<file path="config.mk">
export PLATFORM = sky130hd
export DESIGN_NAME = seq_divider
export DESIGN_NICKNAME = d
export VERILOG_FILES = /design/src/rtl/seq_divider.sv
export SDC_FILE = /design/constraint.sdc
export NUM_CORES = 1
export LEC_CHECK = 0
export BUFFER_PORTS_ARGS = -buffer_cell sky130_fd_sc_hd__buf_4
export CAP_MARGIN = 0
export CORE_MARGIN = 1.5
export CORE_UTILIZATION = 50
export CTS_CLUSTER_SIZE = 12
export DETAILED_ROUTE_END_ITERATION = 16
export PLACE_DENSITY = 0.75
export SLEW_MARGIN = 20
export SYNTH_ARGS = -nofsm -noshare
export SYNTH_HDL_FRONTEND = slang
export SYNTH_SLANG_ARGS = --single-unit
export TNS_END_PERCENT = 100
</file>
<file path="constraint.sdc">
create_clock -name clk -period 9.7 [get_ports clk]
set_clock_uncertainty 0.15 [all_clocks]
set_input_delay 1.94 -clock clk [delete_from_list [all_inputs] [get_ports clk]]
set_output_delay 1.94 -clock clk [all_outputs]
set_load 0.01 [all_outputs]
</file>
<file path="src/rtl/seq_divider.sv">
// seq_divider
//   Signed sequential divider: a 2N-bit dividend by an N-bit divisor, giving an
//   N-bit quotient (truncated toward zero) and an N-bit remainder. Works on operand
//   magnitudes with a restoring shift-subtract step once per cycle, then applies
//   the signs and saturates in one fix-up cycle.
//
//   Optional feature macro: SEQ_DIVIDER_ROUND_EN
//     When defined, the quotient is rounded to nearest, with ties going away from
//     zero. The remainder output stays the truncated remainder. The latency does
//     not change.
//
//   Ports
//     clk        sole clock, rising edge
//     rst        asynchronous active-high reset
//     in_valid   dividend/divisor presented
//     in_ready   block can accept an operation (IDLE only)
//     dividend   2N-bit signed dividend
//     divisor    N-bit signed divisor
//     out_valid  result valid (DONE only)
//     out_ready  consumer accepts result
//     quotient   N-bit signed quotient
//     remainder  N-bit signed remainder
//     dbz        divide-by-zero flag
//     ovf        quotient overflow / saturation flag
//
//   state | meaning
//   IDLE  | waiting for an operation; in_ready=1
//   CALC  | 2N restoring shift-subtract steps on magnitudes
//   FIX   | apply signs, round (optional), saturate, set flags
//   DONE  | result held until out_ready

module seq_divider #(
    parameter int N = 16
) (
    input  logic           clk,
    input  logic           rst,
    input  logic           in_valid,
    output logic           in_ready,
    input  logic [2*N-1:0] dividend,
    input  logic [N-1:0]   divisor,
    output logic           out_valid,
    input  logic           out_ready,
    output logic [N-1:0]   quotient,
    output logic [N-1:0]   remainder,
    output logic           dbz,
    output logic           ovf
);

    typedef enum logic [1:0] {IDLE, CALC, FIX, DONE} state_t;

    localparam int CW = $clog2(2*N);
    localparam logic [CW-1:0]  LAST_STEP = CW'(2*N-1);
    localparam logic [N-1:0]   Q_MAX     = {1'b0, {(N-1){1'b1}}};
    localparam logic [N-1:0]   Q_MIN     = {1'b1, {(N-1){1'b0}}};
    // Largest legal quotient magnitudes. A negative result may reach one further.
    localparam logic [2*N:0]   MAG_POS   = {{(N+2){1'b0}}, {(N-1){1'b1}}};
    localparam logic [2*N:0]   MAG_NEG   = {{(N+1){1'b0}}, 1'b1, {(N-1){1'b0}}};

    state_t          state, state_nxt;
    logic [CW-1:0]   cnt;
    logic [2*N-1:0]  acc_q;   // dividend magnitude, shifted out as quotient bits shift in
    logic [N-1:0]    rem_q;   // partial remainder, always < divisor magnitude
    logic [N-1:0]    dsr_q;   // divisor magnitude
    logic            qneg, rneg;

    logic [2*N-1:0]  dvd_mag;
    logic [N-1:0]    dsr_mag;
    logic [N:0]      shifted;
    logic [N-1:0]    diff;
    logic            take;
    logic [2*N:0]    qm_adj;
    logic [2*N:0]    qlim;
    logic            fix_ovf;
    logic [N-1:0]    q_fix, r_fix;

    assign in_ready  = (state == IDLE);
    assign out_valid = (state == DONE);

    // -(-2^(2N-1)) wraps to 2^(2N-1), which is still the correct unsigned magnitude.
    assign dvd_mag = dividend[2*N-1] ? -dividend : dividend;
    assign dsr_mag = divisor[N-1]    ? -divisor  : divisor;

    assign shifted = {rem_q, acc_q[2*N-1]};
    assign take    = (shifted >= {1'b0, dsr_q});
    // When a subtraction is taken the true difference is below the divisor, so N bits hold it.
    assign diff    = shifted[N-1:0] - dsr_q;

`ifdef SEQ_DIVIDER_ROUND_EN
    logic round_up;
    assign round_up = ({rem_q, 1'b0} >= {1'b0, dsr_q});
    assign qm_adj   = {1'b0, acc_q} + {{(2*N){1'b0}}, round_up};
`else
    assign qm_adj   = {1'b0, acc_q};
`endif

    assign qlim    = qneg ? MAG_NEG : MAG_POS;
    assign fix_ovf = (qm_adj > qlim);
    assign q_fix   = qneg ? -qm_adj[N-1:0] : qm_adj[N-1:0];
    assign r_fix   = rneg ? -rem_q : rem_q;

    always_ff @(posedge clk or posedge rst) begin
        if (rst) state <= IDLE;
        else     state <= state_nxt;
    end

    always_comb begin
        state_nxt = state;
        case (state)
            IDLE: if (in_valid) state_nxt = (divisor == '0) ? DONE : CALC;
            CALC: if (cnt == LAST_STEP) state_nxt = FIX;
            FIX:  state_nxt = DONE;
            DONE: if (out_ready) state_nxt = IDLE;
            default: state_nxt = IDLE;
        endcase
    end

    always_ff @(posedge clk or posedge rst) begin
        if (rst) begin
            cnt       <= '0;
            acc_q     <= '0;
            rem_q     <= '0;
            dsr_q     <= '0;
            qneg      <= 1'b0;
            rneg      <= 1'b0;
            quotient  <= '0;
            remainder <= '0;
            dbz       <= 1'b0;
            ovf       <= 1'b0;
        end else begin
            case (state)
                IDLE: begin
                    if (in_valid) begin
                        acc_q <= dvd_mag;
                        dsr_q <= dsr_mag;
                        rem_q <= '0;
                        cnt   <= '0;
                        qneg  <= dividend[2*N-1] ^ divisor[N-1];
                        rneg  <= dividend[2*N-1];
                        if (divisor == '0) begin
                            quotient  <= dividend[2*N-1] ? Q_MIN : Q_MAX;
                            remainder <= dividend[N-1:0];
                            dbz       <= 1'b1;
                            ovf       <= 1'b0;
                        end
                    end
                end
                CALC: begin
                    acc_q <= {acc_q[2*N-2:0], take};
                    rem_q <= take ? diff : shifted[N-1:0];
                    cnt   <= cnt + 1'b1;
                end
                FIX: begin
                    quotient  <= fix_ovf ? (qneg ? Q_MIN : Q_MAX) : q_fix;
                    remainder <= fix_ovf ? '0 : r_fix;
                    dbz       <= 1'b0;
                    ovf       <= fix_ovf;
                end
                default: ;
            endcase
        end
    end

endmodule

</file>
==> summary.txt <==
Logic synthesis
  – Mapped Nets: 1010
  – Sequential area share after synthesis: 34.8%
  – Post-synth EDFFs: 0
  – #FFs+latches synth: 107
  – Mapped cell area: 7680 um^2
  – Async SR Flop Fraction: 100%
  – Avg Cell Area, Syn: 8.40 um^2
  – Commonest register cell after synthesis: dfrtp_1
  – Ys Warns: 0
  – Synth unique cells: 70
  – Synth Instances: 915

Layout
  – Nets: 1070
  – Share of layout cells above drive strength 1: 14.2%
  – Non-Filler Instances: 1168
  – Area Growth Syn to Fin: 14.6%
  – Antenna fix cells: 0

Power and ir drop
  – PD cells: 339 nW/um^2
  – Pint: 0.00159 W
  – P_leak: 3.95 nW
  – Sequential Power Share: 29.9%
  – Sw frac: 46.9%
  – Logic pwr share: 57.1%
  – Clock power share: 13.0%
  – Peak supply drop: 0.000131 V
  – Switch Pwr: 0.00140 W

Die
  – Die Width: 127 um
  – Rows: 45
  – I/O pin count: 88
  – Core area: 15100 um^2
  – Initial core utilization: 50.9%
  – Die Ht: 127 um
  – Die area: 16100 um^2

GRT
  – Largest net degree at the start of global routing: 55
  – GRT Residual Overflow: 0
  – GRT Overall Usage: 25.2%
  – First-pass GRT wire length: 32.7 mm
  – Vias in the first global route: 6454
  – Initial antenna violation count: 0

Timing
  – Minimum clock period: 5020 ps
  – Setup TNS: 0 ps
  – Setup violations, final: 0
  – Max Slew Vio Count: 0
  – Worst slew margin: 25.7%
  – Count of final hold-check violations: 0
  – RSZ-0062 raised after global routing: false
  – Worst-margin pin slew: 1110 ps
  – Tcrit/Tclk final: 51.7%
  – Fmax: 199 MHz
  – Hold Slack: 326 ps

Flow run
  – Max-cap violations: 0

Setup path
  – Slowest CP cell: nor4bb_1
  – CP max stage delay: 590 ps
  – CP max FO: 22
  – Crit-path cells: buf_4, nor4_1, nor4bb_1, nand3_1, buf_4, a21oi_2, o211ai_1, buf_4, buf_4, o41ai_1, o21bai_1
  – Most used cell, CP: buf_4
  – CP Launch Type: primary input
  – Worst flop-to-flop path startpoint: qneg$_DFFE_PP0P_
  – CP Launch Point: divisor[2]
  – WP data arrival: 5150 ps
  – Largest delay share family, worst path: simple AND/OR/NAND/NOR gates
  – Req. time, crit path: 9830 ps
  – R2R setup slack: 5470 ps
  – FF-to-FF End: quotient[9]$_DFFE_PP0P_
  – WS Path Type: primary input to flop
  – Crit end category: flop
  – Worst Path Buf+Inv: 4
  – R2R cell count: 11

Clock tree
  – Later-pin clock latency in the skew report: 360 ps
  – Postcts setup bufs: 0
  – Num CTS Buffers: 9
  – Root Driver: clkbuf_16
  – CTS tree: built
  – Post_cts resized: 0
  – H-tree Lvls: 3
  – Clk sinks: 107
  – Bufs on Longest Clock Path: 2
  – Clock transition at path regs: 70 ps
  – # hold bufs at CTS: 0

Drt
  – Routed len/inst: 17.2 um
  – Avg Vias per Cell: 5.98
  – 1st-pass router iterations: 5
  – Post-route ant nets: 0
  – Routed via count: 6980
  – Total wire length: 20.0 mm
  – DRT iter0 DRCs: 605
  – Drt drc: 0

Place
  – Placed insts: 1151
  – Final Wtd Congestion: 0.961
  – Dpl hpwl: 14.7 mm
  – IO Port Bufs: 87

Status
  – Status: completed

Worst hold path
  – Worst hold start: dsr_q[15]$_DFFE_PP0P_
  – Hold depth: 2
  – Endpoint, Worst Hold: dsr_q[15]$_DFFE_PP0P_
  – Worst Hold Class: flop to flop
placed cells by master, fill, tap and decap left out, types with 11 or more instances in the layout:
cell	instances
a21o_1	11
nand2_1	99
a21oi_1	75
nand2b_1	11
ha_1	41
xor2_1	52
inv_1	42
o31ai_1	11
xnor2_1	18
dfrtp_1	107
mux2i_1	14
nor4_1	14
nor2_1	67
o41ai_1	15
a221oi_1	17
o22ai_1	20
o21ai_0	88
buf_4	99
power groups by stage:
stage | registers, W | logic, W | clock network [W]
floorplan | 0.000825 | 0.00127 | 0
global placement | 0.000888 | 0.00166 | 0
detailed placement | 0.000891 | 0.00169 | 0
CTS | 0.000884 | 0.00170 | 0.000391
global route | 0.000915 | 0.00193 | 0.000409
finish | 0.000892 | 0.00171 | 0.000389
cells in the mapped netlist (all sizes together) (4+ instances only):
master,instances,area [um^2]
o211ai,9,67.6
a22o,4,35.0
or2,8,50.1
o21ai,99,499
o41ai,15,131
buf,7,26.3
nor2b,5,31.3
nand3,10,50.1
or4,9,71.3
a22oi,5,37.5
o22ai,20,125
xor2,52,455
o21a,4,30.0
nand2,99,372
a211oi,5,37.5
nor3,10,50.1
a21o,11,82.6
clkbuf,43,161
ha,42,526
or3,9,61.3
xnor2,18,158
inv,43,161
a21oi,78,402
dfrtp,107,2680
a221oi,17,149
mux2,4,45.0
o21bai,5,37.5
o31ai,12,104
nand4,7,43.8
a31oi,5,31.3
nor4,15,93.8
nor2,67,251
nand2b,12,82.6
and3,6,37.5
mux2i,14,140
layout make-up:
type,instances,area [um^2]
Multi-Input combinational cell,715,4680
Timing Repair Buffer,99,743
Sequential cell,107,2680
Clock buffer,15,278
Tap cell,188,235
Fill cell,1423,6280
Inverter,43,164
Clock inverter,1,30.0
worst max-delay path by stage:
| stage | slack [ps] | end | cells after the start |
|---|---|---|---|
| 5_1_grt | 4210 | quotient[9]$_DFFE_PP0P_ | 11 |
| 2_1_floorplan | 4790 | acc_q[0]$_DFFE_PP0P_ | 1 |
| 3_3_place_gp | 4340 | quotient[9]$_DFFE_PP0P_ | 10 |
| 4_1_cts | 4620 | quotient[9]$_DFFE_PP0P_ | 10 |
| 3_5_place_dp | 4270 | quotient[9]$_DFFE_PP0P_ | 10 |
| 6_report | 4680 | quotient[9]$_DFFE_PP0P_ | 11 |
logic make-up (layout without fill, tap and decap cells):
logic type,count (synthesis),after routing,synth area share [%]
mux,18,18,2.41
flops,107,107,34.8
buf+inv,93,158,4.54
simple gates,269,269,17.0
compound gates,315,315,26.1
xor+xnor,70,70,7.98
fa+ha+maj,43,43,7.10
sequential cells by signal, summed over array words and instances (netlist names):
register,cells
qneg,1
remainder,16
cnt,5
acc_q,32
rneg,1
ovf,1
dbz,1
dsr_q,16
state,2
quotient,16
rem_q,16
worst register-to-register path, stage by stage (launching register included):
cell	delay [ps]
dfrtp_1	840
inv_1	590
ha_1	460
nand4_1	140
nor3_1	70
a2111oi_1	390
buf_4	230
o211ai_1	300
buf_4	310
buf_4	190
o41ai_1	300
o21bai_1	160
through the flow:
stage / total power (W) / cell area, um^2 / setup WS, ps / utilization (%)
5_1_grt: 0.00326 / 8810 / 4210 / 58.4
2_1_floorplan: 0.00210 / 7680 / 4790 / -
3_5_place_dp: 0.00258 / 8490 / 4270 / 56.3
3_3_place_gp: 0.00254 / 8490 / 4340 / 56.3
4_1_cts: 0.00297 / 8800 / 4620 / 58.3
6_report: 0.00299 / 8810 / 4680 / 58.4
layer usage:
metal	wire, um	vias to the layer above	track usage, %
met4	556	0	10.2
li1	-	3463	-
met3	1050	36	3.22
met2	9540	224	41.9
met5	0	-	0
met1	8890	3257	33.6
(Power assumes the default switching activity.)
